$ cat config.mk
export PLATFORM = sky130hd
export DESIGN_NAME = wb_stage_multi
export DESIGN_NICKNAME = d
export VERILOG_FILES = /design/src/rtl/wb_pkg.sv /design/src/rtl/wb_trace_fifo.sv /design/src/rtl/wb_stage_multi.sv
export SDC_FILE = /design/constraint.sdc
export NUM_CORES = 1
export LEC_CHECK = 0
export ABC_CLOCK_PERIOD_IN_PS = 3790
export CELL_PAD_IN_SITES_DETAIL_PLACEMENT = 2
export CELL_PAD_IN_SITES_GLOBAL_PLACEMENT = 2
export CORE_AREA = 2 2 231 256
export CTS_CLUSTER_DIAMETER = 200
export DETAILED_ROUTE_END_ITERATION = 10
export DIE_AREA = 0 0 233 258
export PLACE_DENSITY = 0.84
export SKIP_CTS_REPAIR_TIMING = 1
export SYNTH_ARGS = -nofsm -noshare
export SYNTH_HDL_FRONTEND = slang
export SYNTH_SLANG_ARGS = --single-unit
$ cat constraint.sdc
create_clock -name clk -period 3.79 [get_ports clk]
set_input_delay 0.758 -clock clk [delete_from_list [all_inputs] [get_ports clk]]
set_output_delay 0.758 -clock clk [all_outputs]
set_load 0.01 [all_outputs]
$ cat src/rtl/wb_pkg.sv
// Shared helpers for the multi-lane writeback stage: lane sizing, popcount, config checks.
package wb_pkg;

  localparam int LANES_MAX   = 4;
  localparam int LANE_CTRL_W = 2;

  function automatic int lane_w(input int rf_aw, input int xlen, input int pc_w);
    return LANE_CTRL_W + rf_aw + xlen + pc_w;
  endfunction

  function automatic logic [2:0] popcount4(input logic [3:0] v);
    logic [2:0] n;
    n = '0;
    for (int i = 0; i < 4; i++) begin
      n = n + {2'b00, v[i]};
    end
    return n;
  endfunction

  function automatic bit is_pow2(input int n);
    return (n > 0) && ((n & (n - 1)) == 0);
  endfunction

endpackage

$ cat src/rtl/wb_trace_fifo.sv
// Trace FIFO: up to NPUSH ordered pushes per edge, head shown combinationally, popped every non-empty edge.
// No internal backpressure; the writer must check count_o before pushing.
module wb_trace_fifo
  import wb_pkg::*;
#(
  parameter int W     = 8,
  parameter int DEPTH = 4,
  parameter int NPUSH = 2,
  localparam int AW   = (DEPTH > 1) ? $clog2(DEPTH) : 1,
  localparam int CW   = $clog2(DEPTH + 1)
) (
  input  logic               clk,
  input  logic               resetn,
  input  logic [NPUSH-1:0]   push_mask_i,
  input  logic [NPUSH*W-1:0] push_dat_i,
  output logic [W-1:0]       head_o,
  output logic               nonempty_o,
  output logic [CW-1:0]      count_o
);

  logic [W-1:0]  mem_q [DEPTH];
  logic [AW-1:0] wr_ptr_q, wr_ptr_d;
  logic [AW-1:0] rd_ptr_q, rd_ptr_d;
  logic [CW-1:0] count_q, count_d;
  logic [AW-1:0] slot [NPUSH];
  logic [2:0]    push_off;
  logic [2:0]    n_push;
  logic          pop;

  function automatic logic [AW-1:0] ptr_add(input logic [AW-1:0] p, input logic [2:0] n);
    return AW'((int'(p) + int'(n)) % DEPTH);
  endfunction

  assign pop    = (count_q != '0);
  assign n_push = popcount4(4'(push_mask_i));

  // Masked lanes are compacted so valid entries land in consecutive slots, lowest lane first.
  always_comb begin
    push_off = '0;
    for (int i = 0; i < NPUSH; i++) begin
      slot[i]  = ptr_add(wr_ptr_q, push_off);
      push_off = push_off + {2'b00, push_mask_i[i]};
    end
  end

  always_comb begin
    wr_ptr_d = ptr_add(wr_ptr_q, n_push);
    rd_ptr_d = pop ? ptr_add(rd_ptr_q, 3'd1) : rd_ptr_q;
    count_d  = count_q + CW'(n_push) - CW'(pop);
  end

  always_ff @(posedge clk or negedge resetn) begin
    if (!resetn) begin
      wr_ptr_q <= '0;
      rd_ptr_q <= '0;
      count_q  <= '0;
      for (int i = 0; i < DEPTH; i++) begin
        mem_q[i] <= '0;
      end
    end else begin
      wr_ptr_q <= wr_ptr_d;
      rd_ptr_q <= rd_ptr_d;
      count_q  <= count_d;
      for (int i = 0; i < NPUSH; i++) begin
        if (push_mask_i[i]) begin
          mem_q[slot[i]] <= push_dat_i[i*W +: W];
        end
      end
    end
  end

  assign head_o     = mem_q[rd_ptr_q];
  assign nonempty_o = pop;
  assign count_o    = count_q;

endmodule

$ cat src/rtl/wb_stage_multi.sv
// Multi-lane writeback: RF writes one cycle after capture, trace records serialised through a FIFO.
// Stalls MEM (wb_allowin=0) while the trace FIFO lacks room for every valid lane of the held group.
module wb_stage_multi
  import wb_pkg::*;
#(
  parameter int LANES       = 2,
  parameter int XLEN        = 32,
  parameter int PC_W        = 32,
  parameter int RF_AW       = 5,
  parameter int TRACE_DEPTH = 4,
  localparam int LW         = lane_w(RF_AW, XLEN, PC_W)
) (
  input  logic                   clk,
  input  logic                   resetn,
  input  logic                   mem_to_wb_valid,
  output logic                   wb_allowin,
  input  logic [LANES*LW-1:0]    mem_to_wb_bus,
  output logic [LANES-1:0]       wb_rf_we,
  output logic [LANES*RF_AW-1:0] wb_rf_waddr,
  output logic [LANES*XLEN-1:0]  wb_rf_wdata,
  output logic [PC_W-1:0]        debug_wb_pc,
  output logic [3:0]             debug_wb_rf_we,
  output logic [RF_AW-1:0]       debug_wb_rf_wnum,
  output logic [XLEN-1:0]        debug_wb_rf_wdata
);

  localparam int EW = LW - 1;
  localparam int CW = $clog2(TRACE_DEPTH + 1);

  typedef struct packed {
    logic             v;
    logic             we;
    logic [RF_AW-1:0] waddr;
    logic [XLEN-1:0]  wdata;
    logic [PC_W-1:0]  pc;
  } lane_t;

  typedef struct packed {
    logic             we;
    logic [RF_AW-1:0] waddr;
    logic [XLEN-1:0]  wdata;
    logic [PC_W-1:0]  pc;
  } rec_t;

  if (!is_pow2(TRACE_DEPTH) || (TRACE_DEPTH < LANES) || (LANES < 1) || (LANES > LANES_MAX)) begin : g_bad_cfg
    $error("wb_stage_multi: TRACE_DEPTH must be a power of two >= LANES, LANES in 1..4");
  end

  logic [LANES*LW-1:0] grp_q, grp_d;
  logic                wb_valid_q, wb_valid_d;
  lane_t               lane [LANES];
  logic [LANES-1:0]    lane_v;
  logic [LANES-1:0]    keep;
  logic [2:0]          nv;
  logic [CW-1:0]       fifo_count;
  logic                fifo_nonempty;
  logic [EW-1:0]       fifo_head;
  rec_t                head;
  logic                wb_ready_go;
  logic                retire;
  logic [LANES-1:0]    push_mask;
  logic [LANES*EW-1:0] push_dat;

  always_comb begin
    for (int i = 0; i < LANES; i++) begin
      lane[i]                         = lane_t'(grp_q[i*LW +: LW]);
      lane_v[i]                       = lane[i].v;
      push_dat[i*EW +: EW]            = grp_q[i*LW +: EW];
      wb_rf_waddr[i*RF_AW +: RF_AW]   = lane[i].waddr;
      wb_rf_wdata[i*XLEN +: XLEN]     = lane[i].wdata;
    end
  end

  // Credit check against the pre-pop count: a same-edge pop is deliberately not counted as room.
  assign nv          = popcount4(4'(lane_v));
  assign wb_ready_go = (TRACE_DEPTH - int'(fifo_count)) >= int'(nv);
  assign wb_allowin  = ~wb_valid_q | wb_ready_go;
  assign retire      = wb_valid_q & wb_ready_go;
  assign push_mask   = retire ? lane_v : '0;

  // Younger lane wins a same-address write, so the regfile never sees two enables for one address.
  always_comb begin
    for (int i = 0; i < LANES; i++) begin
      keep[i] = 1'b1;
      for (int j = i + 1; j < LANES; j++) begin
        if (lane[j].v && lane[j].we && (lane[j].waddr == lane[i].waddr)) begin
          keep[i] = 1'b0;
        end
      end
      wb_rf_we[i] = retire & lane[i].v & lane[i].we & keep[i];
    end
  end

  always_comb begin
    grp_d      = (mem_to_wb_valid && wb_allowin) ? mem_to_wb_bus : grp_q;
    wb_valid_d = wb_allowin ? mem_to_wb_valid : wb_valid_q;
  end

  always_ff @(posedge clk or negedge resetn) begin
    if (!resetn) begin
      grp_q      <= '0;
      wb_valid_q <= 1'b0;
    end else begin
      grp_q      <= grp_d;
      wb_valid_q <= wb_valid_d;
    end
  end

  wb_trace_fifo #(
    .W     (EW),
    .DEPTH (TRACE_DEPTH),
    .NPUSH (LANES)
  ) u_trace_fifo (
    .clk         (clk),
    .resetn      (resetn),
    .push_mask_i (push_mask),
    .push_dat_i  (push_dat),
    .head_o      (fifo_head),
    .nonempty_o  (fifo_nonempty),
    .count_o     (fifo_count)
  );

  assign head              = rec_t'(fifo_head);
  assign debug_wb_pc       = head.pc;
  assign debug_wb_rf_wnum  = head.waddr;
  assign debug_wb_rf_wdata = head.wdata;
  assign debug_wb_rf_we    = {4{fifo_nonempty & head.we}};

endmodule

==> impl_metrics.csv <==
group,metric,value,unit
outcome,status,"finished clean",
finish,mostFrequentLayoutCells,"428 x dfrtp_1, 291 x clkdlybuf4s50_1, 280 x mux2i_1",
yosys,ys_seq_area_share,51.17,%
timing,slew_viol_final,0,
worst_setup_path,required,3.03,ns
run,max-cap-violations,0,
worst_setup_path,crit_path_start,"u_trace_fifo.count_o[0]",
yosys,synth-simple-area-share,5.921,%
finish,drive_gt1_share,17.84,%
finish,mostFrequentLayoutCell,"dfrtp_1",
global_route,grt_usage,23.31,%
yosys,synthXorXnorAreaFrac,0.5415,%
min_path,hp-class,"primary input to asynchronous set/reset pin",
placed_design,dp_hpwl,43680,um
yosys,synth_area_leaders,"dfrtp_1 51%, mux2i_1 13%, mux2_2 7.6%",
clock_tree,clock_path_buffers,3,
worst_setup_path,crit_path_max_incr_delay,0.54,ns
yosys,yosysTopAreaCell,"dfrtp_1",
worst_setup_path,arrival,2.85,ns
yosys,yosys.cell_types.count,36,
finish,fin_area,26000,um2
worst_setup_path,start_kind,"register",
yosys,synth-edff-count,0,
finish,instances_no_fill,2733,
finish,final_util,44.95,%
timing,max_freq,277.3,MHz
worst_setup_path,worstSetupPathType,"register to primary output",
yosys,syn_nets,1905,
timing,min_period_over_period,95.14,%
global_route,grt_pass1_wl,107700,um
clock_tree,cts_buffers,48,
die,die_y,258,um
yosys,postSynthAreaPerCell,12.03,um2
routing,via_count,14840,
placed_design,routabilityCongestion,0.7346,
timing,fin_skew,0.02223,ns
power,p_leak,11.73,nW
yosys,synthFlopType,"dfrtp_1",
worst_setup_path,worstPathCellList,"inv_1, ha_1, ha_1, inv_1, o21a_1, nor3_4, and3_4, clkdlybuf4s50_1",
timing,setup_viol,0,
global_route,grt_antenna_before_repair,1,
power,power_density,1049,nW/um2
worst_setup_path,cp-endpoint,"wb_rf_we[0]",
global_route,overflow,0,
routing,drt_drc_violations_left,0,
power,peakVddDrop,483.6,uV
routing,final_antenna_net_count,0,
timing,slew_headroom,43.56,%
clock_tree,insertion_delay,0.59,ns
routing,vias_per_cell,5.429,
worst_setup_path,end_kind,"primary output",
timing,final.min_clock_period,3.606,ns
yosys,synth-compound-area-share,6.801,%
yosys,ys_ff_latch,430,
timing,worst_pin_slew,0.8467,ns
worst_setup_path,critical-path-slowest-cell,"clkdlybuf4s50_1",
worst_setup_path,r2r_end,"u_trace_fifo.mem_q[252]",
placed_design,placed_cell_area,24320,um2
global_route,grt_start_max_net_pins,101,
timing,hold_viol,0,
yosys,synthesis.area,21030,um2
die,pin_count,295,
global_route,grt_pass1_vias,17670,
routing,initialDrtViolationCount,683,
clock_tree,h-tree-depth,2,
clock_tree,root_buffer,"clkbuf_16",
yosys,synth_top_family_by_area,"multiplexers",
worst_setup_path,r2r_cells,11,
routing,first_pass_iters,4,
die,core_area,57830,um2
worst_setup_path,regToRegSetupSlack,0.63,ns
placed_design,dp_cells,2644,
die,die_area,60110,um2
yosys,syn_inst,1748,
yosys,synth_adder_area_share,0.7497,%
finish,diodes,0,
clock_tree,cts.sink_count,430,
worst_setup_path,r2r_start,"u_trace_fifo.count_o[0]",
timing,fin_setup_tns,0,ns
die,rows,93,
yosys,synthArstFlopShare,100.0,%
die,start_util,36.36,%
routing,wl_per_cell,25.34,um
die,fp.dieW,233,um
timing,fin_hold_ws,0.2499,ns
timing,rsz0062_at_grt,"false",
yosys,ys_warn_count,0,
routing,wl,69250,um
yosys,synth_top_area_share,51.17,%
finish,area_growth,23.63,%
placed_design,io_buffers,294,
clock_tree,clk_pin_slew,0.06,ns
finish,fin_nets,2091,
yosys,muxShareOfSynthArea,28.43,%
worst_setup_path,path_max_fanout,3,
clock_tree,cts_tree,"done",
-- flip-flops by register name, indices dropped and copies added (netlist names) --
signal                 cells
grp_q                    142
u_trace_fifo.count_o       3
u_trace_fifo.mem_q       280
u_trace_fifo.rd_ptr_q      2
u_trace_fifo.wr_ptr_q      2
wb_valid_q                 1
-- metal layers --
metal / up-vias / GRT usage [%] / part of all wire (%) / routed length (um)
li1: 6458 / - / - / -
met1: 7957 / 27.67 / 40 / 27610
met2: 302 / 43.41 / 54 / 37350
met3: 119 / 3.213 / 3.4 / 2334
met4: 2 / 6.900 / 2.8 / 1941
met5: - / 0 / 0.012 / 8
-- worst max-delay path, delay by kind of cell, from the launching register on --
kind | cells | cell delay [ns]
buffers and inverters | 3 | 0.70
adder cells (fa/ha/maj) | 2 | 0.52
AND/OR/NAND/NOR | 2 | 0.43
flip-flops | 1 | 0.38
AO/OA/AOI/OAI | 1 | 0.22
-- through the flow --
step | setup WS, ns | total power, mW
after floorplan | 0.7263 | 16.81
after global placement | 0.5851 | 21.27
after detailed placement | 0.4312 | 22.32
after CTS | -0.1512 | 27.59
after global routing | 0.05675 | 28.88
final | 0.1843 | 27.26
-- synth_stat cells, drive strengths merged (2+ instances only) --
library cell / count
a21oi: 140
and2: 2
buf: 159
clkbuf: 42
dfrtp: 430
ha: 11
inv: 10
mux2: 142
mux2i: 280
mux4: 70
nand2: 146
nor2: 142
nor2b: 2
nor4b: 4
o21a: 2
o21ai: 142
or4: 4
xnor2: 8
xor2: 5
-- how the worst min path moves through the flow --
| stage | end | slack (ns) | cells after the start | from |
|---|---|---|---|---|
| 2_1_floorplan | grp_q[0] | 0.46 | 0 | resetn |
| 3_3_place_gp | grp_q[70] | 0.52 | 1 | grp_q[70] |
| 3_5_place_dp | grp_q[70] | 0.55 | 1 | grp_q[70] |
| 4_1_cts | u_trace_fifo.mem_q[178] | 0.25 | 1 | resetn |
| 5_1_grt | u_trace_fifo.mem_q[245] | 0.27 | 1 | resetn |
| 6_report | u_trace_fifo.mem_q[245] | 0.25 | 1 | resetn |
-- where the power goes --
group	internal [mW]	total (mW)	switching, mW	leakage, nW
clock network	2.91	4.92	2.01	0.817
logic	6.67	12.8	6.14	5.81
registers	7.01	9.54	2.52	5.10
-- area by class of cell --
cell class | instances | area (um2)
repair buffers | 337 | 3588
fillers | 5665 | 31840
clock inverters | 14 | 161.4
multi-input cells | 1107 | 8995
inverters | 10 | 37.54
flip-flops and latches | 430 | 10770
well taps | 760 | 950.9
clock buffers | 75 | 1495
-- logic make-up (layout without fill, tap and decap cells) --
logic type,Yosys count,count (layout)
buffers and inverters,211,436
AOI/OAI and AO/OA,284,284
and+or+nand+nor,306,306
xor gates and xnor gates,13,13
muxes,492,492
adders and majority gates,12,12
DFF,430,430
(Power assumes the default switching activity.)
